File: config.mk
export PLATFORM = sky130hd
export DESIGN_NAME = reg_operand_fetch
export DESIGN_NICKNAME = d
export VERILOG_FILES = /design/src/rtl/risc16_pkg.sv /design/src/rtl/reg_scoreboard.sv /design/src/rtl/reg_operand_fetch.sv
export SDC_FILE = /design/constraint.sdc
export NUM_CORES = 1
export LEC_CHECK = 0
export ABC_AREA = 1
export BUFFER_PORTS_ARGS = -buffer_cell sky130_fd_sc_hd__buf_2
export CORE_MARGIN = 5
export CORE_UTILIZATION = 50
export DETAILED_ROUTE_END_ITERATION = 10
export PLACE_DENSITY = 0.78
export SLEW_MARGIN = 20
export SYNTH_ARGS = -nofsm -noshare
export SYNTH_HDL_FRONTEND = slang
export SYNTH_SLANG_ARGS = --single-unit
export TNS_END_PERCENT = 20
File: constraint.sdc
create_clock -name i_clk -period 3.8 [get_ports i_clk]
set_input_delay 0.76 -clock i_clk [delete_from_list [all_inputs] [get_ports i_clk]]
set_output_delay 0.76 -clock i_clk [all_outputs]
set_load 0.01 [all_outputs]
File: src/rtl/risc16_pkg.sv
// Shared widths and the operand bundle handed from operand fetch to execute.
package risc16_pkg;

  localparam int p_WORD_LEN      = 16;
  localparam int p_REG_ADDR_LEN  = 3;
  localparam int p_REG_FILE_SIZE = 8;
  localparam int p_PEND_BITS     = 2;

  typedef struct packed {
    logic [p_WORD_LEN-1:0]     src1_data;
    logic [p_WORD_LEN-1:0]     src2_data;
    logic [p_REG_ADDR_LEN-1:0] tgt;
    logic                      tgt_en;
  } operand_bundle_t;

endpackage

File: src/rtl/reg_scoreboard.sv
// Per-register in-flight write counters: issue claims, writeback retires,
// flush kills a claim; also reports source RAW blocks and target saturation.
module reg_scoreboard
  import risc16_pkg::*;
(
  input  logic                      i_clk,
  input  logic                      i_rst_n,
  input  logic [p_REG_ADDR_LEN-1:0] i_src1,
  input  logic [p_REG_ADDR_LEN-1:0] i_src2,
  input  logic [p_REG_ADDR_LEN-1:0] i_tgt,
  input  logic                      i_tgt_en,
  input  logic                      i_accept,
  input  logic                      i_wb_valid,
  input  logic [p_REG_ADDR_LEN-1:0] i_wb_tgt,
  input  logic                      i_kill,
  input  logic [p_REG_ADDR_LEN-1:0] i_kill_tgt,
  output logic                      o_src1_blocked,
  output logic                      o_src2_blocked,
  output logic                      o_tgt_sat,
  output logic                      o_err
);

  localparam logic [p_PEND_BITS-1:0] PEND_MAX = '1;

  logic [p_PEND_BITS-1:0] pend_q [p_REG_FILE_SIZE];
  logic [p_PEND_BITS-1:0] pend_d [p_REG_FILE_SIZE];
  logic                   err_q, err_d;
  logic                   wb_hit1, wb_hit2, wb_hit_tgt;

  assign wb_hit1    = i_wb_valid && (i_wb_tgt == i_src1);
  assign wb_hit2    = i_wb_valid && (i_wb_tgt == i_src2);
  assign wb_hit_tgt = i_wb_valid && (i_wb_tgt == i_tgt);

  // A same-cycle writeback retires one claim, so "pend > hit" means a write is still owed.
  assign o_src1_blocked = (i_src1 != '0) && (pend_q[i_src1] > p_PEND_BITS'(wb_hit1));
  assign o_src2_blocked = (i_src2 != '0) && (pend_q[i_src2] > p_PEND_BITS'(wb_hit2));
  assign o_tgt_sat      = i_tgt_en && (i_tgt != '0) && (pend_q[i_tgt] == PEND_MAX) && !wb_hit_tgt;
  assign o_err          = err_q;

  always_comb begin
    // NOTE: defaulting every always_comb output up front keeps any path from inferring a latch.
    pend_d = pend_q;
    err_d  = err_q;
    for (int r = 1; r < p_REG_FILE_SIZE; r++) begin : g_net
      logic [p_REG_ADDR_LEN-1:0] r_addr;
      logic                      kill, wb_hit, inc, dec;
      logic [p_PEND_BITS-1:0]    avail;
      r_addr = p_REG_ADDR_LEN'(r);
      kill   = i_kill && (i_kill_tgt == r_addr) && (pend_q[r] != '0);
      avail  = pend_q[r] - p_PEND_BITS'(kill);
      wb_hit = i_wb_valid && (i_wb_tgt == r_addr);
      inc    = i_accept && i_tgt_en && (i_tgt == r_addr);
      dec    = wb_hit && (avail != '0);
      if (wb_hit && (avail == '0)) err_d = 1'b1;
      if (inc && !dec)      pend_d[r] = (avail == PEND_MAX) ? PEND_MAX : avail + 1'b1;
      else if (dec && !inc) pend_d[r] = avail - 1'b1;
      else                  pend_d[r] = avail;
    end
  end

  always_ff @(posedge i_clk or negedge i_rst_n) begin
    if (!i_rst_n) begin
      // NOTE: the counter array is architectural state that gates issue, so every entry is reset.
      for (int r = 0; r < p_REG_FILE_SIZE; r++) pend_q[r] <= '0;
      err_q <= 1'b0;
    end else begin
      // NOTE: non-blocking assignments so every register samples pre-edge values.
      pend_q <= pend_d;
      err_q  <= err_d;
    end
  end

endmodule

File: src/rtl/reg_operand_fetch.sv
// RiSC-16 operand fetch: register-file port pass-through, writeback bypass,
// scoreboard-gated issue and a single registered output slot toward execute.
module reg_operand_fetch
  import risc16_pkg::*;
(
  input  logic                      i_clk,
  input  logic                      i_rst_n,
  input  logic                      i_valid,
  output logic                      o_ready,
  input  logic [p_REG_ADDR_LEN-1:0] i_src1,
  input  logic [p_REG_ADDR_LEN-1:0] i_src2,
  input  logic [p_REG_ADDR_LEN-1:0] i_tgt,
  input  logic                      i_tgt_en,
  output logic [p_REG_ADDR_LEN-1:0] o_rf_src1,
  output logic [p_REG_ADDR_LEN-1:0] o_rf_src2,
  input  logic [p_WORD_LEN-1:0]     i_rf_src1_data,
  input  logic [p_WORD_LEN-1:0]     i_rf_src2_data,
  input  logic                      i_wb_valid,
  input  logic [p_REG_ADDR_LEN-1:0] i_wb_tgt,
  input  logic [p_WORD_LEN-1:0]     i_wb_data,
  output logic [p_REG_ADDR_LEN-1:0] o_rf_tgt,
  output logic [p_WORD_LEN-1:0]     o_rf_tgt_data,
  output logic                      o_rf_wr_en,
  input  logic                      i_flush,
  output logic                      o_valid,
  input  logic                      i_ready,
  output logic [p_WORD_LEN-1:0]     o_src1_data,
  output logic [p_WORD_LEN-1:0]     o_src2_data,
  output logic [p_REG_ADDR_LEN-1:0] o_tgt,
  output logic                      o_tgt_en,
  output logic                      o_err
);

  operand_bundle_t       bundle_q, bundle_d;
  logic                  valid_q, valid_d;
  logic                  src1_blocked, src2_blocked, tgt_sat;
  logic                  slot_free, accept, kill;
  logic [p_WORD_LEN-1:0] src1_eff, src2_eff;

  function automatic logic [p_WORD_LEN-1:0] bypass(
    input logic [p_REG_ADDR_LEN-1:0] src,
    input logic [p_WORD_LEN-1:0]     rf_data,
    input logic                      wb_valid,
    input logic [p_REG_ADDR_LEN-1:0] wb_tgt,
    input logic [p_WORD_LEN-1:0]     wb_data
  );
    if (src == '0)                        return '0;
    else if (wb_valid && (wb_tgt == src)) return wb_data;
    else                                  return rf_data;
  endfunction

  assign o_rf_src1     = i_src1;
  assign o_rf_src2     = i_src2;
  assign o_rf_tgt      = i_wb_tgt;
  assign o_rf_tgt_data = i_wb_data;
  assign o_rf_wr_en    = i_wb_valid;

  assign src1_eff = bypass(i_src1, i_rf_src1_data, i_wb_valid, i_wb_tgt, i_wb_data);
  assign src2_eff = bypass(i_src2, i_rf_src2_data, i_wb_valid, i_wb_tgt, i_wb_data);

  assign slot_free = !valid_q || i_ready || i_flush;
  assign o_ready   = !src1_blocked && !src2_blocked && !tgt_sat && slot_free;
  assign accept    = i_valid && o_ready;
  // A flushed bundle will never write back, so its scoreboard claim is returned here.
  assign kill      = i_flush && valid_q && bundle_q.tgt_en;

  reg_scoreboard u_scoreboard (
    .i_clk          (i_clk),
    .i_rst_n        (i_rst_n),
    .i_src1         (i_src1),
    .i_src2         (i_src2),
    .i_tgt          (i_tgt),
    .i_tgt_en       (i_tgt_en),
    .i_accept       (accept),
    .i_wb_valid     (i_wb_valid),
    .i_wb_tgt       (i_wb_tgt),
    .i_kill         (kill),
    .i_kill_tgt     (bundle_q.tgt),
    .o_src1_blocked (src1_blocked),
    .o_src2_blocked (src2_blocked),
    .o_tgt_sat      (tgt_sat),
    .o_err          (o_err)
  );

  always_comb begin
    valid_d  = valid_q;
    bundle_d = bundle_q;
    if (accept) begin
      valid_d  = 1'b1;
      bundle_d = '{src1_data: src1_eff, src2_data: src2_eff, tgt: i_tgt, tgt_en: i_tgt_en};
    end else if (slot_free) begin
      valid_d = 1'b0;
    end
  end

  always_ff @(posedge i_clk or negedge i_rst_n) begin
    if (!i_rst_n) begin
      valid_q  <= 1'b0;
      bundle_q <= '0;
    end else begin
      valid_q  <= valid_d;
      bundle_q <= bundle_d;
    end
  end

  assign o_valid     = valid_q;
  assign o_src1_data = bundle_q.src1_data;
  assign o_src2_data = bundle_q.src2_data;
  assign o_tgt       = bundle_q.tgt;
  assign o_tgt_en    = bundle_q.tgt_en;

endmodule

Yosys cells after proc, flatten, opt, wreduce, memory -nomap -nowiden
Index checks and enable logic that the tools add are counted.
{ "word_totals": {"mem_bits_rw": 0, "mem_bits_ro": 0, "wordCells": 237, "mem_count": 0, "latch_bits": 0, "register_bits": 52} }
{ "op_classes": {"n_div": 0, "n_reduce_logical": 120, "n_eq_ne": 32, "addsub": 21, "order_cmp": 5, "n_bitwise": 3, "muxes": 43, "mul": 0, "shifts": 0} }
{ "op_table": {"columns": ["operator", "count"], "rows": [
  ["$logic_and A1 B1 Y1", 71],
  ["$mux W16", 4],
  ["$mux W2", 27],
  ["$eq A3 B3 Y1 const B", 12],
  ["$reduce_bool A2 Y1", 15],
  ["$logic_not A1 Y1", 19],
  ["$bmux W2 S3", 3],
  ["$eq A3 B2 Y1 const B", 6],
  ["$eq A2 B2 Y1 const B", 8],
  ["$add A2 B1 Y2 const B", 7],
  ["$logic_not A2 Y1", 7],
  ["$sub A2 B1 Y2", 7],
  ["$sub A2 B1 Y2 const B", 7],
  ["$ge A4 B4 Y1 const B", 3],
  ["$not A3 Y4", 3],
  ["$eq A3 B1 Y1 const B", 3],
  ["$eq A3 B3 Y1", 3],
  ["$mux W1", 9],
  ["$reduce_bool A3 Y1", 3],
  ["$reduce_bool A7 Y1", 1],
  ["$logic_not A3 Y1", 2],
  ["$gt A2 B1 Y1", 2],
  ["$logic_or A1 B1 Y1", 2]
]} }

Depth between registers and ports, before layout
Gate-level depths: netlist of run 1.
{ "depth": {"depth_word": 17, "ltp_mapped": 19} }

Modules after synthesis
Synthesis of run 1 repeated with hierarchy kept, for this count alone.
{ "unflattened": {"cells_unflattened": 707, "area_unflattened_um2": 4625.7} }
{ "modules_own_cells": {"columns": ["module", "area_per_inst_um2", "cells_each", "n_inst", "seq_area_each_um2"], "rows": [
  ["reg_operand_fetch", 2471.1, 343, 1, 925.9],
  ["reg_scoreboard", 2154.6, 364, 1, 375.4]
]} }

Least setup slack after synthesis of run 1
Ideal clock, no wire load.
{ "synth_timing": {"kind": "input to output", "startpoint": "in i_wb_tgt[0]", "endpoint": "out o_ready", "path_buffers": 2, "t_arrival_ps": 2538, "path_slack_ps": 502, "cell_stages": 10, "path_cell_list": "buf_2 > xor2_1 > nor4_4 > clkbuf_1 > ha_1 > or2_2 > nand3_1 > nand2_1 > nand2_4 > nor2_8"} }
{ "synth_via": {"elab_chain_cells": 8} }
{ "synth_rtl": {"columns": ["item", "line_no", "source"], "rows": [
  ["from (decl)", "reg_operand_fetch.sv:19", "input logic [p_REG_ADDR_LEN-1:0] i_wb_tgt,"],
  ["$eq A3 B3 Y1 (on tied branches)", "reg_scoreboard.sv:30, reg_scoreboard.sv:31", null],
  ["$logic_and A1 B1 Y1 (on tied branches)", "reg_scoreboard.sv:30, reg_scoreboard.sv:31", null],
  ["$gt A2 B1 Y1 (on tied branches)", "reg_scoreboard.sv:35, reg_scoreboard.sv:36", null],
  ["$logic_and A1 B1 Y1 (on tied branches)", "reg_scoreboard.sv:35, reg_scoreboard.sv:36", null],
  ["$logic_not A1 Y1", "reg_operand_fetch.sv:62", "assign o_ready = !src1_blocked && !src2_blocked && !tgt_sat && slot_free;"],
  ["$logic_and A1 B1 Y1", "reg_operand_fetch.sv:62", null],
  ["$logic_and A1 B1 Y1 * (2 in series)", "reg_operand_fetch.sv:62", null],
  ["to (decl)", "reg_operand_fetch.sv:9", "output logic o_ready,"]
]} }
Every way passes the cells marked *; elsewhere a longest branch is shown, timed or not.

Worst setup path after layout of run 1
{ "layout_timing": {"startpoint": "in i_src2[0]", "endpoint": "out o_ready"} }
{ "layout_via": {"elab_chain_cells": 10} }
{ "layout_rtl": {"columns": ["item", "line_no", "source"], "rows": [
  ["from (decl)", "reg_operand_fetch.sv:11", "input logic [p_REG_ADDR_LEN-1:0] i_src2,"],
  ["$not A3 Y4 (not written as such)", "reg_scoreboard.sv:36", "assign o_src2_blocked = (i_src2 != '0) && (pend_q[i_src2] > p_PEND_BITS'(wb_hit2));"],
  ["$bmux W2 S3", "reg_scoreboard.sv:36", null],
  ["$mux W2 (not written as such) (2 in series)", "reg_scoreboard.sv:36", null],
  ["$gt A2 B1 Y1", "reg_scoreboard.sv:36", null],
  ["$logic_and A1 B1 Y1 *", "reg_scoreboard.sv:36", null],
  ["$logic_not A1 Y1 *", "reg_operand_fetch.sv:62", null],
  ["$logic_and A1 B1 Y1 * (3 in series)", "reg_operand_fetch.sv:62", null]
]} }
Every way passes the cells marked *; elsewhere a longest branch is shown, timed or not. The select of a mux whose other input is x is not followed.

==> results of run 1 <==
-- flip-flops by register name, indices dropped and copies added (netlist names) --
name	count
o_valid	1
o_tgt_en	1
u_scoreboard.pend_q	14
o_src2_data	16
o_src1_data	16
o_tgt	3
u_scoreboard.o_err	1
-- per-layer routing --
metal	part of all wire	up-vias	track usage	wire, um
met2	0.48	237	0.415	6290
met1	0.40	2078	0.301	5250
met4	0.018	0	0.0716	229
met3	0.096	21	0.0345	1260
met5	0	-	0	0
li1	-	2153	-	-
-- layout by cell type (no fill, tap or decap), types with 7 or more instances in the layout --
cell type	instances
nand2_1	139
buf_2	131
nand3_1	62
inv_1	52
dfrtp_1	52
o21ai_0	44
nor2_1	42
ha_1	30
o31ai_1	22
nand4_1	19
o211ai_1	12
inv_2	8
nor3_1	8
a21oi_1	7
xnor2_1	7
-- worst max-delay path by stage --
stage,startpoint,end,cells past startpoint
6_report,i_src2[0],o_ready,11
2_1_floorplan,i_wb_tgt[0],o_ready,10
4_1_cts,i_src2[0],o_ready,13
5_1_grt,i_src2[0],o_ready,11
3_3_place_gp,i_src1[0],o_ready,13
3_5_place_dp,i_src2[0],o_ready,13
-- logic make-up after synthesis --
kind of cell | Yosys count | synth area share
simple gates | 296 | 0.324
buf+inv | 112 | 0.135
compound gates | 94 | 0.135
flops | 52 | 0.303
fa+ha+maj | 30 | 0.0874
xor+xnor | 8 | 0.0163
-- worst max-delay path, cell delays in order --
cell and delay, ps:
buf_2 180, inv_2 90, o311ai_0 350, o21ai_0 180
ha_1 310, or2_2 270, nand3_1 90, nand2_1 90
nand2_4 150, nor2_8 60, buf_2 140
-- power by group through the flow --
| stage | combinational (mW) | sequential (mW) | clock, mW |
|---|---|---|---|
| 2_1_floorplan | 0.807 | 1.07 | 0 |
| 4_1_cts | 1.37 | 1.03 | 0.403 |
| 3_3_place_gp | 1.30 | 1.04 | 0 |
| 6_report | 1.37 | 1.04 | 0.398 |
| 3_5_place_dp | 1.36 | 1.04 | 0 |
| 5_1_grt | 1.53 | 1.06 | 0.426 |
-- final cells by class --
cell class / count / area [sq um]
tap: 105 / 131
inverter: 63 / 241
clock buffer: 5 / 68.8
timing repair buffer: 137 / 713
fill: 782 / 3380
sequential: 52 / 1300
multi-input combinational: 428 / 2420
clock inverter: 3 / 46.3
-- cell usage after synthesis (3+ instances only) --
master / instances
buf_6: 5
xnor2_1: 7
a21oi_1: 7
buf_2: 8
ha_1: 30
inv_1: 52
nand2_1: 139
nand2_4: 4
dfrtp_1: 52
or2_0: 4
nand3_1: 62
clkbuf_1: 8
o211ai_1: 12
buf_4: 28
nor2_1: 42
nand4_1: 19
nor3_1: 8
o21ai_0: 44
nor4_1: 3
inv_2: 8
o31ai_1: 22
==> impl_metrics.tcl, run 1 <==
set metrics [dict create \
    worstReg2RegEnd "u_scoreboard.pend_q[5]" \
    final_area_sq_um 4920 \
    p_seq_frac 0.370 \
    ir_drop_mv 0.258 \
    min_period_over_period 0.906 \
    finalPower_mw 2.80 \
    worst_pin_slew_ps 786 \
    startpoint_type "input pin" \
    drive_above_1_share 0.249 \
    synthTopCellsByArea "dfrtp_1 30%, nand2_1 12%, ha_1 8.7%, nand3_1 7.2%, o21ai_0 5.1%" \
    dpl.cell_count 785 \
    synth_ff_type "dfrtp_1" \
    cts_buffer_depth 2 \
    ios 132 \
    place_congestion 0.951 \
    p_comb_frac 0.488 \
    yosys_warnings 0 \
    drc 0 \
    grt_pass1_vias 4110 \
    fin_crit_ps 3440 \
    hp-start "o_src2_data[15]" \
    synth_top_cell_by_area "dfrtp_1" \
    rsz0062_at_grt "no" \
    cts_resized 0 \
    p_leak_nw 2.57 \
    ant_nets 0 \
    row_count 33 \
    overflow 0 \
    cts_made_buffers 5 \
    p_per_area_nw_per_um2 570 \
    final.setup.tns_ps 0 \
    cp-end-kind "primary output" \
    antenna_found_initial 0 \
    arrival_ps 2680 \
    crit_type "in -> out" \
    dp_slack_ps 414 \
    synth_edf_count 0 \
    netlist_area_sq_um 4300 \
    postCtsSetupBuffers 0 \
    yosysTopAreaCellShare 0.303 \
    synth-seq-cells 52 \
    slew_viol_final 0 \
    htree_num_levels 2 \
    fin_cells 793 \
    root_buffer "clkbuf_8" \
    synth_cell_types 42 \
    synth_nets 689 \
    p_int_mw 1.54 \
    finalSetupViolations 0 \
    ctsHoldBuffers 0 \
    drv_cap 0 \
    cts_tree "built" \
    post_dp_cell_area_sq_um 4800 \
    wirelength_um 13000 \
    ys_seq_area_frac 0.303 \
    dr.pass1.iters 5 \
    async_reset_ff_frac 1.00 \
    clockPowerShare 0.142 \
    core_sq_um 8300 \
    cts_sinks 52 \
    slew_headroom 0.471 \
    grt_max_degree 68 \
    path_clk_slew_ps 100 \
    worstPathMaxFanout 9 \
    detail_route.wl_per_cell_um 16.4 \
    die_h_um 103 \
    switching_share 0.451 \
    hpwl_um 10200 \
    ff2ff_path_depth 12 \
    r2r_start "o_tgt_en" \
    die_area_sq_um 10500 \
    synthToLayoutAreaGrowth_pct 14.5 \
    port_buffers 131 \
    clk_latency_ps 310 \
    holdPathEnd "o_src2_data[15]" \
    status "finished, final reports clean" \
    layout_setup_ws_ps 357 \
    hold_viol 0 \
    grt_usage 0.237 \
    grt_pass1_wl_um 19900 \
    first_iter_violations 424 \
    final_core_util 0.593 \
    syn_inst 592 \
    hold_class "reg -> reg" \
    syn_area_per_cell_sq_um 7.26 \
    vias_per_cell 5.66 \
    die_x_um 103 \
    n_antenna_cell 0 \
    nNetsFinal 784 \
    hold_depth 2 \
    holdWs_ps 487 \
    start_util 0.518 \
    vias 4489 \
    reg2reg_slack_ps 990 \
    max_freq_ghz 0.290 \
    p_switching_mw 1.26 \
    crit_required_ps 3040 \
    finClkSkew_ps 6.18 \
]
(Power assumes the default switching activity.)
==> run 2: changes to the inputs <==
Settings changed: PLACE_DENSITY 0.78 to 0.77, SYNTH_HIERARCHICAL from default to 1.
==> run 2 against run 1 <==
Compared with the run above:
- die area up 6.9%
- register-to-register slack worse by 100 ps
- first-iteration DRC count up 16%
- clock skew up 1.5 ps
- critical endpoint unchanged
- largest power group unchanged
- combinational power about the same
- sequential share of layout area down 1.3 points
- final cell count up 16%
- power down 2.7%
- sequential cell count unchanged
- non-clock buffer count down 3
==> impl_metrics.tcl, run 2 <==
set metrics [dict create \
    hold_depth 2 \
    die_h_um 106 \
    dr.pass1.iters 9 \
    rsz0062_at_grt "no" \
    synth_cell_types 38 \
    startpoint_type "input pin" \
    hold_viol 0 \
    syn_inst 707 \
    p_per_area_nw_per_um2 528 \
    ios 132 \
    port_buffers 131 \
    cts_resized 0 \
    cp_slowest_cell "or2_2" \
    ys_seq_area_frac 0.281 \
    p_leak_nw 3.10 \
    row_count 35 \
    post_dp_cell_area_sq_um 5080 \
    crit_required_ps 3040 \
    final.setup.tns_ps 0 \
    hp-start "o_src1_data[10]" \
    slew_headroom 0.375 \
    die_x_um 106 \
    ys_top_cells_by_count "239 x nand2_1, 114 x nand3_1, 108 x inv_1" \
    worst_path_dominant_cell_family "simple AND/OR/NAND/NOR gates" \
    grt_usage 0.231 \
    place_congestion 0.916 \
    finClkSkew_ps 7.71 \
    die_area_sq_um 11300 \
    mostFrequentLayoutCells "239 x nand2_1, 131 x buf_2, 114 x nand3_1, 108 x inv_1, 52 x dfrtp_1" \
    first_iter_violations 492 \
    async_reset_ff_frac 1.00 \
    fin_crit_ps 3470 \
    cts_buffer_depth 2 \
    grt_pass1_vias 4465 \
    r2r_start "u_scoreboard/pend_q[2]" \
    dpl.cell_count 908 \
    synthTopCellsByArea "dfrtp_1 28%, nand2_1 19%, nand3_1 12%, inv_1 8.8%, buf_4 5.0%" \
    arrival_ps 2710 \
    n_antenna_cell 0 \
    hpwl_um 10300 \
    synthToLayoutAreaGrowth_pct 11.7 \
    crit_type "in -> out" \
    ir_drop_mv 0.241 \
    path_clk_slew_ps 100 \
    slew_viol_final 0 \
    wirelength_um 13400 \
    drive_above_1_share 0.227 \
    layout_setup_ws_ps 330 \
    synth_top_cell_by_area "dfrtp_1" \
    worstPathMaxFanout 14 \
    netlist_area_sq_um 4630 \
    core_sq_um 9110 \
    min_period_over_period 0.913 \
    start_util 0.508 \
    cts_tree "built" \
    vias 4816 \
    hold_class "reg -> reg" \
    root_buffer "clkbuf_8" \
    syn_area_per_cell_sq_um 6.54 \
    overflow 0 \
    status "finished, final reports clean" \
    postCtsSetupBuffers 0 \
    fin_cells 916 \
    holdPathEnd "o_src1_data[10]" \
    vias_per_cell 5.26 \
    antenna_found_initial 0 \
    cp-end-kind "primary output" \
    grt_pass1_wl_um 21400 \
    drv_cap 0 \
    synth_nets 790 \
    final_area_sq_um 5170 \
    critPathBufInv 6 \
    synth-seq-cells 52 \
    finalSetupViolations 0 \
    cts_made_buffers 5 \
    worstReg2RegEnd "u_scoreboard/pend_q[11]" \
    worst_pin_slew_ps 937 \
    synth_ff_type "dfrtp_1" \
    drc 0 \
    ant_nets 0 \
    synth_edf_count 0 \
    reg2reg_slack_ps 890 \
    grt_max_degree 39 \
    dp_slack_ps 296 \
    clk_latency_ps 320 \
    cts_sinks 52 \
    slowest_delay_ps 290 \
    nNetsFinal 887 \
    detail_route.wl_per_cell_um 14.6 \
    synth.most_common_cell "nand2_1" \
    crit_path_cell_trace "buf_2 -> inv_1 -> a21oi_1 -> o21ai_0 -> nand3_1 -> nand2_1 -> ha_1 -> or2_2 -> nand3_1 -> nand2_1 -> inv_1 -> inv_1 -> nand2_1 -> nor2_4 -> nand2_1 -> inv_1 -> buf_2" \
    yosysTopAreaCellShare 0.281 \
    yosys_warnings 6 \
    max_freq_ghz 0.288 \
    ctsHoldBuffers 0 \
    final_common_cell "nand2_1" \
    ff2ff_path_depth 21 \
    htree_num_levels 2 \
]
run 2: how the worst max path moves through the flow:
stage,cells past startpoint,endpoint,from
finish,17,o_ready,i_src1[0]
global route,17,o_ready,i_src1[0]
CTS,17,o_ready,i_src1[0]
detailed placement,22,u_scoreboard/pend_q[11],i_src2[0]
global placement,17,o_ready,i_src1[0]
floorplan,23,u_scoreboard/pend_q[5],i_src1[0]
run 2: tightest hold or removal path, delay by kind of cell, from the launching register on:
family        cells  cell delay (ps)
simple gates      2              110
flops             1              360
run 2: final cells by class:
cell class              count  area (sq um)
fillers                   923          3940
multi-input cells         494          2520
flip-flops and latches     52          1300
repair buffers            134           678
inverters                 117           444
well taps                 111           139
clock buffers               6          72.6
clock inverters             2          16.3
run 2: cell families after synthesis:
group,after synthesis,synth area share
flops,52,0.281
fa+ha+maj,16,0.0433
buf+inv,161,0.175
compound gates,34,0.0449
xor+xnor,9,0.0170
simple gates,435,0.439
run 2: through the flow:
stage / utilization / power (mW) / hold WS (ps)
6_report: 0.567 / 2.73 / 489
3_5_place_dp: 0.558 / 2.38 / 460
5_1_grt: 0.567 / 2.96 / 508
3_3_place_gp: 0.558 / 2.32 / 458
2_1_floorplan: - / 1.89 / 464
4_1_cts: 0.567 / 2.72 / 493
run 2: per-layer routing:
layer / up-vias / routed length [um] / GRT usage / share of wire
met2: 214 / 6330 / 0.381 / 0.47
met5: - / 0 / 0 / 0
met1: 2197 / 5690 / 0.309 / 0.43
met3: 37 / 973 / 0.0346 / 0.073
li1: 2368 / - / - / -
met4: 0 / 357 / 0.0768 / 0.027
run 2: power breakdown:
group | switching, mW | leakage [nW] | internal, mW
clock network | 0.209 | 0.0414 | 0.132
logic | 0.832 | 2.42 | 0.504
registers | 0.250 | 0.633 | 0.802
total | 1.29 | 3.10 | 1.44
